===== config.mk =====
export PLATFORM = sky130hd
export DESIGN_NAME = debounce_pulse_gen
export DESIGN_NICKNAME = d
export VERILOG_FILES = /design/src/rtl/debounce_pulse_gen.sv
export SDC_FILE = /design/constraint.sdc
export NUM_CORES = 1
export LEC_CHECK = 0
export CORE_MARGIN = 2
export CORE_UTILIZATION = 48
export DETAILED_ROUTE_END_ITERATION = 12
export HOLD_SLACK_MARGIN = 0.12
export PLACE_DENSITY = 0.74
export SLEW_MARGIN = 20
export SYNTH_ARGS = -nofsm -noshare
export SYNTH_HDL_FRONTEND = slang
export SYNTH_SLANG_ARGS = --single-unit

===== constraint.sdc =====
create_clock -name clk -period 2 [get_ports clk]
set_clock_uncertainty 0.05 [all_clocks]
set_input_delay 0.4 -clock clk [delete_from_list [all_inputs] [get_ports clk]]
set_output_delay 0.4 -clock clk [all_outputs]
set_load 0.02 [all_outputs]

===== src/rtl/debounce_pulse_gen.sv =====
// debounce_pulse_gen: synchronises and debounces a raw button/strobe. It emits one
// registered single-cycle pulse per accepted press and counts the emitted pulses.
//
// Ports:
//   clk        system clock; all logic runs on posedge
//   rst        synchronous active-high reset
//   btn_in     raw asynchronous button/strobe; may bounce
//   en         pulse enable; a press accepted while low is dropped, not deferred
//   clr_cnt    synchronous clear of pulse_cnt and cnt_wrap; wins over an increment
//   pulse      registered one-cycle pulse on each accepted press (drives toggle FSM din)
//   level      registered debounced level
//   pulse_cnt  emitted-pulse count, wraps modulo 2^CNT_W
//   cnt_wrap   sticky flag, set when pulse_cnt wraps from all-ones to zero
module debounce_pulse_gen #(
  parameter int unsigned SYNC_STAGES     = 2,
  parameter int unsigned DEBOUNCE_CYCLES = 4,
  parameter int unsigned CNT_W           = 8
) (
  input  logic             clk,
  input  logic             rst,
  input  logic             btn_in,
  input  logic             en,
  input  logic             clr_cnt,
  output logic             pulse,
  output logic             level,
  output logic [CNT_W-1:0] pulse_cnt,
  output logic             cnt_wrap
);

  localparam int unsigned STB_W = $clog2(DEBOUNCE_CYCLES + 1);

  typedef enum logic [1:0] {
    IDLE_LO   = 2'd0,
    WAIT_HI   = 2'd1,
    STABLE_HI = 2'd2,
    WAIT_LO   = 2'd3
  } state_t;

  state_t           state;
  state_t           state_nx;
  logic [STB_W-1:0] stb_cnt;
  logic [STB_W-1:0] stb_cnt_nx;
  logic             pulse_nx;
  logic             level_nx;
  logic [SYNC_STAGES-1:0] sync_q;
  logic             s_in;
  logic             stb_done;

  // Input synchroniser; the FSM only ever looks at the last stage.
  always_ff @(posedge clk) begin
    if (rst) sync_q <= '0;
    else     sync_q <= {sync_q[SYNC_STAGES-2:0], btn_in};
  end

  assign s_in = sync_q[SYNC_STAGES-1];

  // True when the current sample completes the required run of stable samples.
  assign stb_done = ((32'(stb_cnt) + 32'd1) == 32'(DEBOUNCE_CYCLES));

  // State, stable counter and registered outputs.
  always_ff @(posedge clk) begin
    if (rst) begin
      state   <= IDLE_LO;
      stb_cnt <= '0;
      pulse   <= 1'b0;
      level   <= 1'b0;
    end else begin
      state   <= state_nx;
      stb_cnt <= stb_cnt_nx;
      pulse   <= pulse_nx;
      level   <= level_nx;
    end
  end

  // Next-state logic: a level change is accepted after DEBOUNCE_CYCLES matching samples.
  always_comb begin
    state_nx   = state;
    stb_cnt_nx = stb_cnt;
    pulse_nx   = 1'b0;
    level_nx   = level;
    case (state)
      IDLE_LO: begin
        if (s_in) begin
          state_nx   = WAIT_HI;
          stb_cnt_nx = STB_W'(1);
        end
      end
      WAIT_HI: begin
        if (!s_in) begin
          state_nx   = IDLE_LO;
          stb_cnt_nx = '0;
        end else if (stb_done) begin
          state_nx   = STABLE_HI;
          stb_cnt_nx = '0;
          level_nx   = 1'b1;
          pulse_nx   = en;
        end else begin
          stb_cnt_nx = stb_cnt + STB_W'(1);
        end
      end
      STABLE_HI: begin
        if (!s_in) begin
          state_nx   = WAIT_LO;
          stb_cnt_nx = STB_W'(1);
        end
      end
      WAIT_LO: begin
        if (s_in) begin
          state_nx   = STABLE_HI;
          stb_cnt_nx = '0;
        end else if (stb_done) begin
          state_nx   = IDLE_LO;
          stb_cnt_nx = '0;
          level_nx   = 1'b0;
        end else begin
          stb_cnt_nx = stb_cnt + STB_W'(1);
        end
      end
      default: begin
        state_nx   = IDLE_LO;
        stb_cnt_nx = '0;
        level_nx   = 1'b0;
      end
    endcase
  end

  // Pulse counter. A clear in the same cycle as a pulse wins, so that pulse is not counted.
  always_ff @(posedge clk) begin
    if (rst || clr_cnt) begin
      pulse_cnt <= '0;
      cnt_wrap  <= 1'b0;
    end else if (pulse_nx) begin
      pulse_cnt <= pulse_cnt + CNT_W'(1);
      if (&pulse_cnt) cnt_wrap <= 1'b1;
    end
  end

endmodule


# Word-level counts from Yosys, hierarchy flattened
# Index checks and enable logic that the tools add are counted.
[totals]
ff_bits = 18
output_inout_bits = 11
[classes]
add_sub_neg = 3
eq_ne = 12
mux = 21
n_reduce_logical = 7
[op_table]
columns = ["cell", "n"]
rows = [
  ["two-way mux 3 bit", 5],
  ["two-way mux 2 bit", 6],
  ["inequality test 2 bit (second input constant)", 6],
  ["one-hot mux 3 bit (4 select lines)", 1],
  ["AND reduction 9 bit", 1],
  ["adder 8 x 1 -> 8 bit (second input constant)", 1],
  ["one-hot mux 2 bit (4 select lines)", 1],
  ["two-way mux 1 bit", 7],
  ["inequality test 3 bit (second input constant)", 2],
  ["AND reduction 5 bit", 1],
  ["adder 3 x 1 -> 4 bit (second input constant)", 1],
  ["equality test 2 bit (second input constant)", 2],
  ["equality test 4 x 3 -> 1 bit (second input constant)", 1],
  ["AND reduction 4 bit", 1],
  ["adder 3 x 1 -> 3 bit (second input constant)", 1],
  ["equality test 2 x 1 -> 1 bit (second input constant)", 1],
  ["logical NOT 2 bit", 1],
  ["one-hot mux 1 bit (2 select lines)", 1],
  ["AND reduction 2 bit", 1],
  ["nonzero test 2 bit", 1],
  ["logical OR 1 bit", 1],
]

# Logic depth before layout (Yosys ltp)
[logic_depth]
ltp_word = 6
ltp_mapped = 6

# Worst setup path after synthesis
# No wires, ideal clock.
[synth_path]
path_kind = "register -> register"
from = "reg stb_cnt[0]"
to = "reg pulse_cnt[7]"
setup_time_ps = 121
t_arrival_ps = 1446
t_required_ps = 1829
setup_slack_ps = 383
stages_incl_launch_ff = 7
synth_period_minus_slack_ps = 1617
path_cell_list = "dfxtp_1 ha_1 clkbuf_2 nand2_1 nor4_1 nand3_1 mux2_2"
[synth_via]
elab_chain_len = 5
[synth_rtl]
columns = ["element", "line_no", "rtl"]
rows = [
  ["from (decl)", "41", "logic [STB_W-1:0] stb_cnt;"],
  ["from (signal assigned)", "69", "stb_cnt <= stb_cnt_nx;"],
  ["adder 3 x 1 -> 4 bit", "58", "assign stb_done = ((32'(stb_cnt) + 32'd1) == 32'(DEBOUNCE_CYCLES));"],
  ["equality test 4 x 3 -> 1 bit", "58", ""],
  ["two-way mux 1 bit", "92", "end else if (stb_done) begin"],
  ["two-way mux 1 bit", "89", "if (!s_in) begin"],
  ["two-way mux 1 bit", "81", "case (state)"],
  ["to (signal assigned)", "133", "pulse_cnt <= pulse_cnt + CNT_W'(1);"],
  ["to (decl)", "26", "output logic [CNT_W-1:0] pulse_cnt,"],
]
# Every way passes these cells.
# A chain may end at the register's enable or synchronous reset.

# Worst setup path in the final report
[layout_path]
from = "reg stb_cnt[1]"
to = "reg pulse_cnt[3]"
# The elaborated chain is that of the path after synthesis.

==> results by group <==
Worst setup path
  • Cell type of the slowest stage on the worst timing path: sky130_fd_sc_hd__or4_1
  • Critical path class: reg2reg
  • Kind of launch point of the worst setup path: flop
  • Crit path buffers/inverters: 1
  • CP arrival: between 2000 and 2500 ps
  • Critical-path cell list: ha_1 -> a21oi_2 -> mux2i_2 -> buf_4 -> or4_1 -> a21oi_1
  • Critical Path Fanout Max: 12
  • Family with the most delay on the worst path: simple AND/OR/NAND/NOR gates
  • Slowest stage delay, CP: 510 ps
  • Critical Path Sink Type: flop
  • Crit path required time: around 2200 ps

Die
  • Floorplan die area: approximately 0.0022 mm²
  • Row count: 15
  • Starting density of the core: approximately half
  • Io pins: 16
  • Core box area: 0.00175 mm²
  • Y dimension of the die: 47.1 µm
  • Width of the die: 47.1 µm

Timing
  • Transition at the pin with the smallest max-transition slack: slightly below 400 ps
  • Shortest clock period the worst path allows after layout: around 2000 ps
  • Worst Setup Slack, final: 32.5 ps
  • Final hold violation count: 0
  • Final Max Slew Viols: 0
  • Relative slew slack: 73.9%
  • Max Fclk: about 500 MHz
  • Final clock period utilization by the worst path: 98.4%
  • RSZ-0062 raised after global routing: false
  • Setup violations, final: 0

Pwr
  • Sum of internal, switching and leakage power: between 0.6 and 0.7 mW
  • Part of the total power dissipated in the clock network: 30.3%
  • Sequential group share of total power: between 60% and 70%
  • Internal: around 0.46 mW
  • Reported leakage power: between 0.3 and 0.4 nW
  • Comb pwr share: 7.9%
  • Net switching share of the total power: between 20% and 30%
  • Max rail drop VDD: roughly 0.44 mV
  • P_sw: 0.141 mW
  • Pwr/cell area: 538 mW/mm²

Global routing
  • First-pass GRT wire length: approximately 3000 µm
  • Number of antenna violations at the first check in global routing: 0
  • Number of global-route vias before repair: 658
  • Residual overflow from global routing: 0
  • Maximum number of pins on one net before global-route repair: 13
  • GRT Overall Usage: 19.2%

Drt
  • Vias per cell: between 5 and 6
  • Post-detailed-route DRC marker count: 0
  • Remaining number of nets flagged by the antenna check after routing: 0
  • Total routed wirelength: ~2100 µm
  • Iteration-0 DRC count of the detailed router: 20
  • Number of detailed-route iterations in the first pass: 4
  • Average wire per cell in the routed design: between 10 and 15 µm
  • Via count: 831

Logic synthesis
  • Distinct cell type count of the synthesized netlist: 38
  • Flip-flop and latch count after synthesis: 18
  • Share of Yosys cell area claimed by the top area cell type: between 40% and 50%
  • Sequential area share after synthesis: 40.4%
  • Post-Synthesis Cell Area: 892 µm²
  • Mean instance size in the synthesized netlist: 8.66 µm²
  • Number of warning messages in the yosys log: 0
  • Dominant cell type by area after synthesis: sky130_fd_sc_hd__dfxtp_1
  • Gate count after technology mapping: approximately 100
  • Top post-synthesis cells by area: sky130_fd_sc_hd__dfxtp_1 (40%), sky130_fd_sc_hd__a21oi_1 (6.2%), sky130_fd_sc_hd__ha_1 (4.2%)
  • Net Count, Synth: about 110

Clocking
  • Clock latency of the later-clocked register in the worst-skew pair: around 290 ps
  • Htree depth: 1
  • TritonCTS clock tree: built
  • Clock Sink Count: 18
  • Bufs on Longest Clock Path: 2
  • Hold buffer count at cts: 0
  • Setup fix buffers added after clock tree synthesis: 0
  • TritonCTS Buffers: 3
  • Clock transition time at the flip-flop clock pins of the worst setup and hold paths: 100 ps
  • CTS Root Buffer Type: sky130_fd_sc_hd__clkbuf_4

Final layout
  • Most common cell after layout, fill and taps aside: sky130_fd_sc_hd__dfxtp_1
  • Final core utilization: 63.9%
  • Fraction of final layout cells sized beyond drive strength 1: 14.0%
  • Final standard cell area without fillers: between 0.001 and 0.0015 mm²
  • Inserted Diodes: 0
  • Highest-count cells in the layout ignoring fill and taps: sky130_fd_sc_hd__dfxtp_1 (18), sky130_fd_sc_hd__clkdlybuf4s50_1 (15), sky130_fd_sc_hd__a21oi_1 (10)
  • Non-filler cells in the finished layout: between 100 and 150
  • Number of nets in the final layout: approximately 130
  • Area growth syn-to-layout: 25.0%

Place
  • Total placed cells including tap cells: 143
  • Placement Setup Slack: -94.9 ps
  • Final RePlAce weighted congestion: roughly 0.86
  • Placement Cell Area: 0.00108 mm²
  • DPL Wire Length: 1370 µm
  • # port buffers: 15

Job
  • Max Cap Viol: 0

Status
  • Status: finished, final reports clean

Hold path
  • Type of the worst min-delay path: reg2reg
-- per-stage QoR --
stage,setup TNS [ps],hold slack (ps)
2_1_floorplan,0,364
3_3_place_gp,-38.8,374
3_5_place_dp,-213,399
4_1_cts,0,413
5_1_grt,0,432
6_report,0,411
-- routing by layer --
metal	wire (µm)	vias to the layer above	track usage, %
met3	91	6	2.31
met1	1040	376	28.8
met5	0	-	0
li1	-	419	-
met2	900	30	27.1
met4	21	0	9.44
-- worst paths after layout --
kind | start | slack (ps) | depth (start not counted) | endpoint
hold / removal | sync_q[0] | 410 | 1 | sync_q[1]
setup / recovery | stb_cnt[1] | 30 | 6 | pulse_cnt[3]
setup reg to reg | stb_cnt[1] | 30 | 6 | pulse_cnt[3]
hold reg to reg | sync_q[0] | 410 | 1 | sync_q[1]
-- flip-flops by register name, summed over array words and instances, names as in the netlist, named ones only --
signal     count
pulse_cnt      8
stb_cnt        3
sync_q         2
cnt_wrap       1
level          1
pulse          1
state          1
-- repair_timing --
| item | CTS | global route |
|---|---|---|
| endpoints found under the setup margin | 0 | 2 |
| gates resized for setup | 0 | 2 |
| hold endpoints to repair | 0 | 0 |
-- power by group through the flow --
stage / Clock [mW] / Sequential [mW] / Combinational (mW)
floorplan: 0 / 0.382 / 0.0207
global placement: 0 / 0.378 / 0.0449
detailed placement: 0 / 0.378 / 0.0467
CTS: 0.183 / 0.370 / 0.0471
global route: 0.205 / 0.371 / 0.0510
finish: 0.182 / 0.371 / 0.0474
-- cells by family (layout without fill, tap and decap cells) --
logic type | count (synthesis) | after routing | share of synthesized area (%)
AO/OA/AOI/OAI | 26 | 26 | 18.7
XOR/XNOR | 1 | 1 | 0.982
adder cells (fa/ha/maj) | 3 | 3 | 4.21
buffers and inverters | 11 | 29 | 5.89
flip-flops | 18 | 18 | 40.4
multiplexers | 3 | 3 | 3.65
AND/OR/NAND/NOR | 41 | 41 | 26.2
-- final cells by class --
type                       instances  area [µm²]
timing repair buffer              21         195
fill                             148         631
inverter                           5        18.8
sequential                        18         360
tap                               25        31.3
clock buffer                       3        22.5
multi-input combinational         74         487
-- synth_stat cells, drive strengths merged --
library cell,n
or3b,1
a311oi,1
and2,1
ha,3
a211oi,1
nor2,8
o311ai,1
nand2,6
or2,1
nor2b,3
buf,2
o211ai,1
nand4,1
o21ai,3
inv,5
a41o,1
xor2,1
a211o,1
or4,4
nand2b,1
mux2i,1
nor3b,2
nor4,1
o31ai,4
dfxtp,18
a21oi,11
clkbuf,4
nand3,6
or3,1
a31oi,1
and4,1
mux2,2
nand4b,1
a21o,1
nor3,3
Power figures use the tool's default switching activity.
